===== config.mk =====
export PLATFORM = sky130hd
export DESIGN_NAME = uart_parity_engine
export DESIGN_NICKNAME = d
export VERILOG_FILES = /design/src/rtl/uart_parity_engine.sv
export SDC_FILE = /design/constraint.sdc
export NUM_CORES = 1
export LEC_CHECK = 0
export BUFFER_PORTS_ARGS = -buffer_cell sky130_fd_sc_hd__buf_2
export CAP_MARGIN = 20
export CORE_AREA = 2 2 49 47
export DETAILED_ROUTE_END_ITERATION = 8
export DIE_AREA = 0 0 51 49
export PLACE_DENSITY = 0.67
export SLEW_MARGIN = 15
export SYNTH_ARGS = -nofsm -noshare
export SYNTH_HDL_FRONTEND = slang
export SYNTH_SLANG_ARGS = --single-unit

===== constraint.sdc =====
create_clock -name Clk -period 1.3 [get_ports Clk]
set_input_delay 0 -clock Clk [delete_from_list [all_inputs] [get_ports Clk]]
set_output_delay 0 -clock Clk [all_outputs]
set_load 0.03 [all_outputs]

===== src/rtl/uart_parity_engine.sv =====
// rtl/uart_parity_engine.sv - bit-serial UART parity generator/checker (optional stats: PARITY_STATS_EN)
module uart_parity_engine #(
    parameter int  DATA_W = 8,
    localparam int CNT_W  = $clog2(DATA_W + 1)
) (
    input  logic             Clk,
    input  logic             Rst_n,
    input  logic             Start,
    input  logic [1:0]       Mode,
    input  logic             ParityEn,
    input  logic             CheckMode,
    input  logic             BitValid,
    input  logic             BitIn,
    output logic             Busy,
    output logic             ParityBit,
    output logic             ParityValid,
    output logic             ParityErr,
    output logic             Done,
    output logic [CNT_W-1:0] BitCount,
    output logic [15:0]      ErrCount
);

    typedef enum logic [1:0] {
        ST_IDLE = 2'd0,
        ST_DATA = 2'd1,
        ST_PAR  = 2'd2,
        ST_DONE = 2'd3
    } state_t;

    localparam logic [1:0] MODE_EVEN  = 2'b00;
    localparam logic [1:0] MODE_ODD   = 2'b01;
    localparam logic [1:0] MODE_MARK  = 2'b10;

    state_t           state_q, state_d;
    logic             acc_q, acc_d;
    logic [CNT_W-1:0] bit_count_q, bit_count_d;
    logic             parity_err_q, parity_err_d;
    logic [1:0]       mode_q, mode_d;
    logic             parity_en_q, parity_en_d;
    logic             check_mode_q, check_mode_d;
    logic             expected;
    logic             par_valid;

    // Expected parity from the running XOR and the mode latched at Start
    always_comb begin
        expected = 1'b0;
        case (mode_q)
            MODE_EVEN: expected = acc_q;
            MODE_ODD:  expected = ~acc_q;
            MODE_MARK: expected = 1'b1;
            default:   expected = 1'b0;
        endcase
    end

    // Next-state logic; Start restarts the frame from any state and swallows a same-cycle bit
    always_comb begin
        state_d      = state_q;
        acc_d        = acc_q;
        bit_count_d  = bit_count_q;
        parity_err_d = parity_err_q;
        mode_d       = mode_q;
        parity_en_d  = parity_en_q;
        check_mode_d = check_mode_q;
        par_valid    = 1'b0;
        if (Start) begin
            state_d      = ST_DATA;
            acc_d        = 1'b0;
            bit_count_d  = '0;
            parity_err_d = 1'b0;
            mode_d       = Mode;
            parity_en_d  = ParityEn;
            check_mode_d = CheckMode;
        end else begin
            case (state_q)
                ST_IDLE: ;
                ST_DATA: begin
                    if (BitValid) begin
                        acc_d       = acc_q ^ BitIn;
                        bit_count_d = bit_count_q + CNT_W'(1);
                        if (bit_count_q == CNT_W'(DATA_W - 1)) begin
                            state_d = parity_en_q ? ST_PAR : ST_DONE;
                        end
                    end
                end
                ST_PAR: begin
                    if (!check_mode_q) begin
                        par_valid = 1'b1;
                        state_d   = ST_DONE;
                    end else if (BitValid) begin
                        par_valid    = 1'b1;
                        parity_err_d = (BitIn != expected);
                        state_d      = ST_DONE;
                    end
                end
                ST_DONE: state_d = ST_IDLE;
                default: state_d = ST_IDLE;
            endcase
        end
    end

    // Frame state and latched configuration
    always_ff @(posedge Clk or negedge Rst_n) begin
        if (!Rst_n) begin
            state_q      <= ST_IDLE;
            acc_q        <= 1'b0;
            bit_count_q  <= '0;
            parity_err_q <= 1'b0;
            mode_q       <= 2'b00;
            parity_en_q  <= 1'b0;
            check_mode_q <= 1'b0;
        end else begin
            state_q      <= state_d;
            acc_q        <= acc_d;
            bit_count_q  <= bit_count_d;
            parity_err_q <= parity_err_d;
            mode_q       <= mode_d;
            parity_en_q  <= parity_en_d;
            check_mode_q <= check_mode_d;
        end
    end

    // Outputs decode from state so that reset clears them asynchronously
    always_comb begin
        Busy        = (state_q != ST_IDLE);
        ParityValid = par_valid;
        ParityBit   = par_valid & expected;
        Done        = (state_q == ST_DONE) && !Start;
        ParityErr   = parity_err_q;
        BitCount    = bit_count_q;
    end

`ifdef PARITY_STATS_EN
    logic [15:0] err_count_q, err_count_d;

    // Count rising edges of the sticky error flag, saturating
    always_comb begin
        err_count_d = err_count_q;
        if (parity_err_d && !parity_err_q && (err_count_q != 16'hFFFF)) begin
            err_count_d = err_count_q + 16'd1;
        end
    end

    // Error counter register, cleared only by reset
    always_ff @(posedge Clk or negedge Rst_n) begin
        if (!Rst_n) begin
            err_count_q <= 16'd0;
        end else begin
            err_count_q <= err_count_d;
        end
    end

    assign ErrCount = err_count_q;
`else
    assign ErrCount = 16'd0;
`endif

endmodule

==> Implementation_results.wiki, run 1 <==
{| class="wikitable"
! Metric !! Value
|-
| Outcome || complete, no violations
|-
| Count of port buffers added during placement || 17
|-
| Switching share of power || 0.335
|-
| Summed instance area of the synthesized netlist || 757 um2
|-
| Number of hold-slack violations in the final timing report || 0
|-
| Endpoint of the worst register-to-register path || BitCount[3]
|-
| Library cell used as clock root buffer || sky130_fd_sc_hd__clkbuf_4
|-
| DP HPWL || 1.02 mm
|-
| Total number of clock tree sinks || 12
|-
| CTS Buf Count || 3
|-
| Clock-pin slew on the worst setup and hold paths || 0.08 ns
|-
| Arrival time at the worst endpoint || 1.24 ns
|-
| Number of DRC violations after detailed routing || 0
|-
| Die height || 49 um
|-
| Max-slew violation count || 0
|-
| Post-synthesis instance total || 77
|-
| Final Setup Violations || 0
|-
| Kind of cell adding the most delay to the critical path || flip-flops
|-
| Horizontal die dimension || 51 um
|-
| Number of max-cap violations || 0
|-
| Final critical path time including I/O delays and setup || 1.24 ns
|-
| Sum of negative setup slack || 0 ns
|-
| First-pass GRT wire length || 2.28 mm
|-
| Average via count per standard cell || 4.28
|-
| Area growth from synthesis to layout || 25.5%
|-
| IR Drop Worst-Case VDD || 0.000538 V
|-
| Die Outline Area || 2500 um2
|-
| Worst hold path type || input port to flop
|-
| Mean area per synthesized cell || 9.83 um2
|-
| Power share of the sequential group || 0.461
|-
| Total Power || 922 uW
|-
| Count of antenna-violating nets left after detailed routing || 0
|-
| Initial antenna violation count || 0
|-
| CORE AREA || 2020 um2
|-
| Crit path required time || 1.30 ns
|-
| Post-Place Worst Slack || 0.0916 ns
|-
| Switching power || 309 uW
|-
| Overall global routing resource usage || 0.123
|-
| Final instance area || 950 um2
|-
| Buffers and inverters on the worst path || 1
|-
| CTS max path bufs || 2
|-
| Pwr/cell area || 971 nW/um2
|-
| Remaining global-route overflow || 0
|-
| Drt pass-1 iters || 3
|-
| Share of total power in the clock network || 0.245
|-
| Critical path endpoint category || primary output
|-
| Seq/Total Area, Yosys || 0.397
|-
| Yosys synthesis warning count || 0
|-
| Fin Hold WS || 0.0647 ns
|-
| Critical path's slowest cell || sky130_fd_sc_hd__dfrtp_1
|-
| Count of different cell masters after synthesis || 30
|-
| Proportion of power drawn by combinational gates || 0.293
|-
| Placement Cell Area || 815 um2
|-
| Vias in the first global route || 523
|-
| Count of cells along the worst register-to-register path || 4
|-
| Cell depth of the worst setup path || 4
|-
| Worst setup path end || ParityBit
|-
| N_diodes || 0
|-
| Routed wirelength normalized by instance count || 10.7 um
|-
| Starting density of the core || 0.374
|-
| Flops & latches, synth || 12
|-
| Cell chain of the critical path || nor2_2, xnor2_1, nor3_2, buf_4
|-
| Total Wirelength || 1.40 mm
|-
| Internal cell power || 613 uW
|-
| Reg-to-reg slack, setup || 0.07 ns
|-
| Largest fanout of any net on the critical path || 2
|-
| Violation count after the first detailed-routing iteration || 8
|-
| Clock network latency to the later pin of the worst-skew pair || 0.27 ns
|-
| Number of standard-cell rows in the floorplan || 16
|-
| Total I/O pin count || 34
|-
| Crit Reg-Reg Startpoint || state_q[1]
|-
| Number of levels the H-tree was split into || 1
|-
| CP Launch Point || acc_q
|-
| Post-route clock period utilization || 0.957
|-
| Largest net degree at the start of global routing || 15
|-
| Largest stage delay on the critical path || 0.40 ns
|-
| Type of the worst setup path || flop to primary output
|-
| Standby leakage power || 0.000489 uW
|-
| Final critical-path setup slack || 0.0553 ns
|-
| Element type at the critical path start || flop
|-
| Routed vias || 561
|-
| Clock tree from TritonCTS || yes
|-
| Final Skew || 0.00811 ns
|-
| RSZ-0062 raised after global routing || true
|-
| Highest Clock Rate || 0.803 GHz
|-
| Share of post-route cells with drive strength above 1 || 0.346
|-
| NumNets Final || 116
|-
| Final Wtd Congestion || 0.708
|}
## flip-flops by register name (all words and copies together) (netlist names)
signal and cells:
check_mode_q 1, parity_en_q 1, ParityErr 1, acc_q 1
state_q 2, BitCount 4, mode_q 2
## power groups by stage
| stage | clock, uW | sequential (uW) | combinational, uW |
|---|---|---|---|
| 3_5_place_dp | 0 | 436 | 229 |
| 2_1_floorplan | 0 | 440 | 206 |
| 6_report | 226 | 425 | 270 |
| 5_1_grt | 259 | 430 | 297 |
| 4_1_cts | 240 | 424 | 254 |
| 3_3_place_gp | 0 | 434 | 224 |
## cell families after synthesis
group,count (synthesis),share of synthesized area
AOI/OAI and AO/OA,10,0.0727
xor gates and xnor gates,5,0.0760
adders and majority gates,1,0.0165
buffers and inverters,21,0.187
DFF,12,0.397
muxes,4,0.0578
other,1,0.00495
and+or+nand+nor,23,0.188
## placed cells by master (no fill, tap or decap), drive strengths merged, types with 2 or more instances in the layout
cell type and n:
clkbuf 4, nor2b 2, nand2 2, o21ai 4, buf 21, dlygate4sd3 5
nor2 7, nand4b 3, conb 16, inv 3, dfrtp 12, nand3 2
mux2 3, a21oi 4, xor2 3
## cells in the mapped netlist (all sizes together)
cell | count | share of area
buf | 18 | 0.17
dfrtp | 12 | 0.40
nor2 | 7 | 0.035
a21oi | 4 | 0.026
o21ai | 4 | 0.026
inv | 3 | 0.015
mux2 | 3 | 0.045
nand4b | 3 | 0.035
xor2 | 3 | 0.035
nand2 | 2 | 0.0099
nand3 | 2 | 0.013
nor2b | 2 | 0.017
a211oi | 1 | 0.0099
and3 | 1 | 0.0083
and4b | 1 | 0.013
conb | 1 | 0.0050
ha | 1 | 0.017
mux2i | 1 | 0.013
nand2b | 1 | 0.0083
nand3b | 1 | 0.026
nor3 | 1 | 0.0066
o21a | 1 | 0.0099
or2 | 1 | 0.0083
or3 | 1 | 0.0083
xnor2 | 1 | 0.012
xnor3 | 1 | 0.030
## worst reg2reg max path, stage by stage (launching register included)
cell,delay (ns)
sky130_fd_sc_hd__dfrtp_1,0.42
sky130_fd_sc_hd__buf_4,0.15
sky130_fd_sc_hd__nand3b_4,0.16
sky130_fd_sc_hd__or3_1,0.33
sky130_fd_sc_hd__a21oi_2,0.11
## cell type report
class | count | area, um2
clock buffers | 3 | 22.5
fillers | 196 | 1070
inverters | 3 | 11.3
multi-input cells | 59 | 393
flip-flops and latches | 12 | 302
well taps | 27 | 33.8
repair buffers | 27 | 188
## per-layer routing
layer / GRT usage / up-vias / part of all wire
li1: - / 284 / -
met1: 0.161 / 255 / 0.47
met2: 0.190 / 22 / 0.48
met3: 0.0460 / 0 / 0.054
met4: 0.0270 / 0 / 0
met5: 0 / - / 0
## timing repair
item                       CTS  global route
pin swaps                    0             5
gates resized for setup      3             9
hold buffers                 5             0
buffers inserted             2             2
setup endpoints to repair    2             4
hold endpoints to repair    16             0
## metrics by stage
step	instances	util
5_1_grt	131	0.470
3_5_place_dp	119	0.403
4_1_cts	129	0.449
2_1_floorplan	92	-
6_report	131	0.470
3_3_place_gp	119	0.403
## how the worst min path moves through the flow
stage / startpoint / to / slack (ns) / cells past startpoint
after floorplan: Rst_n / BitCount[0] / -0.30 / 0
after global placement: Rst_n / check_mode_q / -0.11 / 1
after detailed placement: Rst_n / check_mode_q / -0.10 / 1
after CTS: Start / BitCount[2] / 0.07 / 2
after global routing: Start / BitCount[3] / 0.09 / 2
final: Start / BitCount[3] / 0.06 / 2
(Power assumes the default switching activity.)
==> inputs of run 2 (changes only) <==
CORE_AREA = 2 2 47 49   (was 2 2 49 47)
DIE_AREA = 0 0 49 51   (was 0 0 51 49)
==> run 2 against run 1 <==
Compared with the run above: hold slack improved by 0.0069 ns; clock power up 33%; routed wire length grew 5.1%; register-to-register slack got worse by 0.03 ns; first-iteration DRC count is 25% lower; critical path type is now flop to flop; highest routed layer is now met4.
==> Implementation_results.wiki, run 2 (same netlist as run 1, synthesis figures left out) <==
{| class="wikitable"
! Metric !! Value
|-
| Largest fanout of any net on the critical path || 5 (was 2)
|-
| Horizontal die dimension || 49 um (was 51 um)
|-
| Die Outline Area || 2500 um2 (unchanged)
|-
| Share of post-route cells with drive strength above 1 || 0.346 (about the same)
|-
| Number of standard-cell rows in the floorplan || 17 (was 16)
|-
| Count of cells along the worst register-to-register path || 4 (unchanged)
|-
| NumNets Final || 118 (was 116)
|-
| DP HPWL || 994 um (was 1.02 mm)
|-
| First-pass GRT wire length || 2.39 mm (was 2.28 mm)
|-
| Clock network latency to the later pin of the worst-skew pair || 0.28 ns (was 0.27 ns)
|-
| Arrival time at the worst endpoint || 1.47 ns (was 1.24 ns)
|-
| Final Skew || 0.00967 ns (was 0.00811 ns)
|-
| Average via count per standard cell || 4.43 (was 4.28)
|-
| Total area of sequential cells || 302 um2 (unchanged)
|-
| Critical path endpoint category || flop (was primary output)
|-
| Number of max-cap violations || 0 (unchanged)
|-
| Total I/O pin count || 34 (unchanged)
|-
| Max-slew violation count || 0 (unchanged)
|-
| Pwr/cell area || 1030 nW/um2 (was 971 nW/um2)
|-
| Count of port buffers added during placement || 17 (unchanged)
|-
| N_diodes || 0 (unchanged)
|-
| Final instance area || 971 um2 (was 950 um2)
|-
| Worst hold path type || input port to flop (unchanged)
|-
| Buffers and inverters on the worst path || 1 (unchanged)
|-
| CTS max path bufs || 2 (unchanged)
|-
| Routed wirelength normalized by instance count || 10.9 um (was 10.7 um)
|-
| Routed vias || 598 (was 561)
|-
| Final Wtd Congestion || 0.727 (was 0.708)
|-
| Starting density of the core || 0.367 (was 0.374)
|-
| Most common cell after layout, fill and taps aside || sky130_fd_sc_hd__conb_1 (unchanged)
|-
| Drt pass-1 iters || 2 (was 3)
|-
| Final critical-path setup slack || 0.0371 ns (was 0.0553 ns)
|-
| Largest net degree at the start of global routing || 15 (unchanged)
|-
| Total number of clock tree sinks || 12 (unchanged)
|-
| Type of the worst setup path || flop to flop (was flop to primary output)
|-
| Total Wirelength || 1.47 mm (was 1.40 mm)
|-
| Number of DRC violations after detailed routing || 0 (unchanged)
|-
| Vias in the first global route || 563 (was 523)
|-
| IR Drop Worst-Case VDD || 0.000781 V (was 0.000538 V)
|-
| Library cell used as clock root buffer || sky130_fd_sc_hd__clkbuf_4 (unchanged)
|-
| CORE AREA || 2060 um2 (was 2020 um2)
|-
| Post-route clock period utilization || 0.971 (was 0.957)
|-
| Violation count after the first detailed-routing iteration || 6 (was 8)
|-
| Area growth from synthesis to layout || 28.3% (was 25.5%)
|-
| Multi-input gate area in the final layout || 384 um2 (was 393 um2)
|-
| Number of levels the H-tree was split into || 1 (unchanged)
|-
| Overall global routing resource usage || 0.127 (was 0.123)
|-
| RSZ-0062 raised after global routing || true (unchanged)
|-
| Critical path's slowest cell || sky130_fd_sc_hd__dfrtp_1 (unchanged)
|-
| Placement Cell Area || 816 um2 (was 815 um2)
|-
| CTS Buf Count || 3 (unchanged)
|-
| Clock-pin slew on the worst setup and hold paths || 0.08 ns (about the same)
|-
| Highest Clock Rate || 0.792 GHz (was 0.803 GHz)
|-
| End point of the most critical hold path || acc_q (was BitCount[3])
|-
| Final critical path time including I/O delays and setup || 1.26 ns (was 1.24 ns)
|-
| Most frequent cells in the layout || sky130_fd_sc_hd__conb_1 (16), sky130_fd_sc_hd__buf_2 (14), sky130_fd_sc_hd__dfrtp_1 (11), sky130_fd_sc_hd__buf_4 (8), sky130_fd_sc_hd__nor2_1 (6) (was sky130_fd_sc_hd__conb_1 (16), sky130_fd_sc_hd__buf_2 (14), sky130_fd_sc_hd__dfrtp_1 (11), sky130_fd_sc_hd__nor2_1 (6))
|-
| Final Setup Violations || 0 (unchanged)
|-
| Crit Reg-Reg Startpoint || state_q[1] (unchanged)
|-
| Count of antenna-violating nets left after detailed routing || 0 (unchanged)
|-
| Outcome || complete, no violations (unchanged)
|-
| Element type at the critical path start || flop (unchanged)
|-
| Initial antenna violation count || 0 (unchanged)
|-
| Largest stage delay on the critical path || 0.42 ns (was 0.40 ns)
|-
| Number of cells traversed by the worst hold path || 2 (unchanged)
|-
| Min-Delay Startpoint || Start (unchanged)
|-
| Endpoint of the worst register-to-register path || BitCount[3] (unchanged)
|-
| Post-Place Worst Slack || 0.0941 ns (was 0.0916 ns)
|-
| Kind of cell adding the most delay to the critical path || simple AND/OR/NAND/NOR gates (was flip-flops)
|-
| Max reg flops || 4 (unchanged)
|-
| Reg-to-reg slack, setup || 0.04 ns (was 0.07 ns)
|-
| Clock tree from TritonCTS || yes (unchanged)
|-
| Number of hold-slack violations in the final timing report || 0 (unchanged)
|-
| Standby leakage power || 0.000507 uW (was 0.000489 uW)
|-
| Crit path required time || 1.51 ns (was 1.30 ns)
|-
| Placed instance count || 120 (was 119)
|-
| Number of fill cells in the layout || 205 (was 196)
|-
| Cell chain of the critical path || buf_4, nand3b_4, or3_1, a21oi_1 (was nor2_2, xnor2_1, nor3_2, buf_4)
|-
| Final std cells w/o fill || 135 (was 131)
|-
| Die height || 51 um (was 49 um)
|-
| Remaining global-route overflow || 0 (unchanged)
|}
## run 2: cell type report
class,count,share of cell area
repair buffers,29,0.209
multi-input cells,59,0.396
clock buffers,4,0.0374
well taps,28,0.0361
flip-flops and latches,12,0.311
inverters,3,0.0116
## run 2: per-stage QoR
stage               setup TNS [ns]  hold WS (ns)  power [uW]  utilization
floorplan                        0        -0.296         646            -
global placement                 0        -0.108         657        0.395
detailed placement               0        -0.103         664        0.395
CTS                              0        0.0709         993        0.451
global route               -0.0289        0.0643        1070        0.471
finish                           0        0.0717         999        0.471
## run 2: power by group
part | total, uW | switching, uW | internal (uW)
Combinational | 275 | 165 | 110
Clock | 300 | 129 | 170
Sequential | 425 | 24.0 | 401
Total | 999 | 318 | 681
## run 2: routing by layer
metal	up-vias	GRT usage	part of all wire	wire length, um
li1	284	-	-	-
met1	289	0.150	0.42	614
met2	23	0.212	0.52	756
met3	2	0.0468	0.059	86
met4	0	0.0429	0.0061	9
met5	-	0	0	0
## run 2: worst reg2reg max path: cells and delay by family, from the launching register on
family / cells / cell delay, ns
flops: 1 / 0.42
compound gates: 1 / 0.12
buf+inv: 1 / 0.15
simple gates: 2 / 0.51
## run 2: worst max-delay path by stage
stage	startpoint	end	slack, ns	cells after the start
3_5_place_dp	state_q[0]	BitCount[3]	0.09	3
4_1_cts	state_q[1]	Busy	0.004	3
2_1_floorplan	BitCount[0]	state_q[1]	0.005	4
3_3_place_gp	state_q[0]	BitCount[3]	0.13	3
5_1_grt	state_q[1]	ParityValid	-0.02	4
6_report	state_q[1]	BitCount[3]	0.04	4
## run 2: repair_timing
item / in CTS / in global routing
gates resized for setup: 3 / 8
pin swaps: 0 / 4
hold buffers: 5 / 0
hold endpoints to repair: 16 / 0
setup buffers: 3 / 3
setup endpoints to repair: 2 / 3
==> inputs of run 3 (changes only) <==
CORE_AREA = 5 5 50 52   (was 2 2 47 49)
DIE_AREA = 0 0 55 57   (was 0 0 49 51)
==> run 3 against run 2 <==
Compared with the run above: hold slack worse by 0.011 ns; clock-buffer cell count stayed put; register-to-register slack better by 0.03 ns; non-clock buffer count fell by 3; routed wire length increased by 6.5%; clock skew down 0.00076 ns.
==> Implementation_results.wiki, run 3 (same netlist as run 1, synthesis figures left out) <==
{| class="wikitable"
! Metric !! Value
|-
| Outcome || complete, no violations (unchanged)
|-
| Vias in the first global route || 580 (was 563)
|-
| Power share of the sequential group || 0.427 (was 0.425)
|-
| Core utilization of the finished layout || 0.462 (was 0.471)
|-
| Standby leakage power || 0.000489 uW (was 0.000507 uW)
|-
| DP HPWL || 1.14 mm (was 994 um)
|-
| Critical path's slowest cell || sky130_fd_sc_hd__dfrtp_1 (unchanged)
|-
| CTS max path bufs || 2 (unchanged)
|-
| Cell chain of the critical path || buf_4, or2_2, buf_6 (was buf_4, nand3b_4, or3_1, a21oi_1)
|-
| Largest stage delay on the critical path || 0.40 ns (was 0.42 ns)
|-
| Total number of clock tree sinks || 12 (unchanged)
|-
| Die Outline Area || 3140 um2 (was 2500 um2)
|-
| Switching power || 325 uW (was 318 uW)
|-
| Number of DRC violations after detailed routing || 0 (unchanged)
|-
| Post-route clock period utilization || 0.964 (was 0.971)
|-
| Initial antenna violation count || 0 (unchanged)
|-
| Share of total power in the clock network || 0.309 (was 0.300)
|-
| Final critical-path setup slack || 0.0463 ns (was 0.0371 ns)
|-
| Number of fill cells in the layout || 206 (was 205)
|-
| Multi-input gate area in the final layout || 393 um2 (was 384 um2)
|-
| Most frequent cells in the layout || sky130_fd_sc_hd__conb_1 (16), sky130_fd_sc_hd__buf_2 (14), sky130_fd_sc_hd__dfrtp_1 (11), sky130_fd_sc_hd__nor2_1 (6), sky130_fd_sc_hd__buf_4 (6) (was sky130_fd_sc_hd__conb_1 (16), sky130_fd_sc_hd__buf_2 (14), sky130_fd_sc_hd__dfrtp_1 (11), sky130_fd_sc_hd__buf_4 (8), sky130_fd_sc_hd__nor2_1 (6))
|-
| First-pass GRT wire length || 2.56 mm (was 2.39 mm)
|-
| Arrival time at the worst endpoint || 1.25 ns (was 1.47 ns)
|-
| Routed wirelength normalized by instance count || 11.8 um (was 10.9 um)
|-
| Clock tree from TritonCTS || yes (unchanged)
|-
| NumNets Final || 115 (was 118)
|-
| Pwr/cell area || 1040 nW/um2 (was 1030 nW/um2)
|-
| Number of max-cap violations || 0 (unchanged)
|-
| Clock network latency to the later pin of the worst-skew pair || 0.28 ns (about the same)
|-
| Drt pass-1 iters || 4 (was 2)
|-
| Global routing met2 resource utilization || 0.174 (was 0.212)
|-
| CTS Buf Count || 3 (unchanged)
|-
| Clock-pin slew on the worst setup and hold paths || 0.08 ns (about the same)
|-
| Met3 demand-to-capacity share in global routing || 0.0522 (was 0.0468)
|-
| Total Power || 993 uW (was 999 uW)
|-
| Horizontal die dimension || 55 um (was 49 um)
|-
| Total area of sequential cells || 302 um2 (unchanged)
|-
| Kind of cell adding the most delay to the critical path || flip-flops (was simple AND/OR/NAND/NOR gates)
|-
| Placement Cell Area || 816 um2 (unchanged)
|-
| Average via count per standard cell || 4.33 (was 4.43)
|-
| Internal cell power || 668 uW (was 681 uW)
|-
| Post-Place Worst Slack || 0.0790 ns (was 0.0941 ns)
|-
| Count of antenna-violating nets left after detailed routing || 0 (unchanged)
|-
| Share of post-route cells with drive strength above 1 || 0.346 (about the same)
|-
| Count of port buffers added during placement || 17 (unchanged)
|-
| Reg-to-reg slack, setup || 0.07 ns (was 0.04 ns)
|-
| Library cell used as clock root buffer || sky130_fd_sc_hd__clkbuf_4 (unchanged)
|-
| Final Wtd Congestion || 0.793 (was 0.727)
|-
| Violation count after the first detailed-routing iteration || 4 (was 6)
|-
| N_diodes || 0 (unchanged)
|-
| Number of standard-cell rows in the floorplan || 17 (unchanged)
|-
| Type of the worst setup path || flop to primary output (was flop to flop)
|-
| Number of levels the H-tree was split into || 1 (unchanged)
|-
| Crit path required time || 1.30 ns (was 1.51 ns)
|-
| CORE AREA || 2060 um2 (unchanged)
|-
| Largest fanout of any net on the critical path || 5 (unchanged)
|-
| Buffers and inverters on the worst path || 2 (was 1)
|-
| Final instance area || 953 um2 (was 971 um2)
|-
| Overall global routing resource usage || 0.117 (was 0.127)
|-
| Die height || 57 um (was 51 um)
|-
| Worst hold path type || input port to flop (unchanged)
|-
| Proportion of power drawn by combinational gates || 0.264 (was 0.275)
|-
| RSZ-0062 raised after global routing || true (unchanged)
|-
| Area growth from synthesis to layout || 26.0% (was 28.3%)
|-
| Final Skew || 0.00891 ns (was 0.00967 ns)
|-
| Fin Hold WS || 0.0607 ns (was 0.0717 ns)
|-
| Routing usage on met1 || 0.143 (was 0.150)
|-
| Final Setup Violations || 0 (unchanged)
|-
| Number of hold-slack violations in the final timing report || 0 (unchanged)
|-
| Total I/O pin count || 34 (unchanged)
|-
| Highest Clock Rate || 0.798 GHz (was 0.792 GHz)
|-
| Max reg flops || 4 (unchanged)
|-
| Most common cell after layout, fill and taps aside || sky130_fd_sc_hd__conb_1 (unchanged)
|-
| IR Drop Worst-Case VDD || 0.000671 V (was 0.000781 V)
|-
| Final critical path time including I/O delays and setup || 1.25 ns (was 1.26 ns)
|-
| Routed vias || 572 (was 598)
|-
| Remaining global-route overflow || 0 (unchanged)
|-
| Total Wirelength || 1.56 mm (was 1.47 mm)
|-
| Critical path endpoint category || primary output (was flop)
|-
| Starting density of the core || 0.367 (unchanged)
|-
| Element type at the critical path start || flop (unchanged)
|-
| Layer with the highest usage after global routing || met2 (unchanged)
|-
| Largest net degree at the start of global routing || 15 (unchanged)
|-
| Max-slew violation count || 0 (unchanged)
|-
| Switching share of power || 0.327 (was 0.318)
|}
==> run 3: metal layers <==
metal  up-vias  part of all wire
li1        283                 -
met1       263              0.43
met2        24              0.48
met3         2             0.079
met4         0            0.0051
met5         -                 0
==> run 3: layout make-up <==
type	count	share of cell area
repair buffers	26	0.185
flip-flops and latches	12	0.316
well taps	28	0.0367
inverters	3	0.0118
multi-input cells	59	0.412
clock buffers	4	0.0381
==> run 3: through the flow <==
stage,instances,TNS (ns)
floorplan,92,0
global placement,120,0
detailed placement,120,0
CTS,131,0
global route,132,-0.0311
finish,132,0
==> run 3: power by group through the flow <==
stage	Clock (uW)	Combinational [uW]	Sequential, uW
2_1_floorplan	0	206	440
3_3_place_gp	0	224	435
3_5_place_dp	0	229	436
4_1_cts	323	256	423
5_1_grt	340	287	430
6_report	307	262	424
==> run 3: what timing repair did <==
action	in CTS	in global routing
buffers inserted	2	1
hold endpoints to repair	16	0
hold buffers	5	0
resized for setup	4	8
setup endpoints to repair	3	4
pin swaps	0	2
==> run 3: worst paths after layout <==
check	start	endpoint	cells after the start
min in group asynchronous	Rst_n	state_q[0]	2
worst max-delay path	state_q[1]	Busy	3
worst min-delay path	Start	BitCount[3]	2
max in group asynchronous	Rst_n	state_q[0]	2
worst max register to register	state_q[1]	BitCount[3]	4
worst min register to register	mode_q[1]	mode_q[1]	1
==> run 3: worst register-to-register path, delay by kind of cell (launching register included) <==
kind | cells | cell delay (ns)
compound gates | 1 | 0.12
buf+inv | 1 | 0.16
flops | 1 | 0.40
simple gates | 2 | 0.50
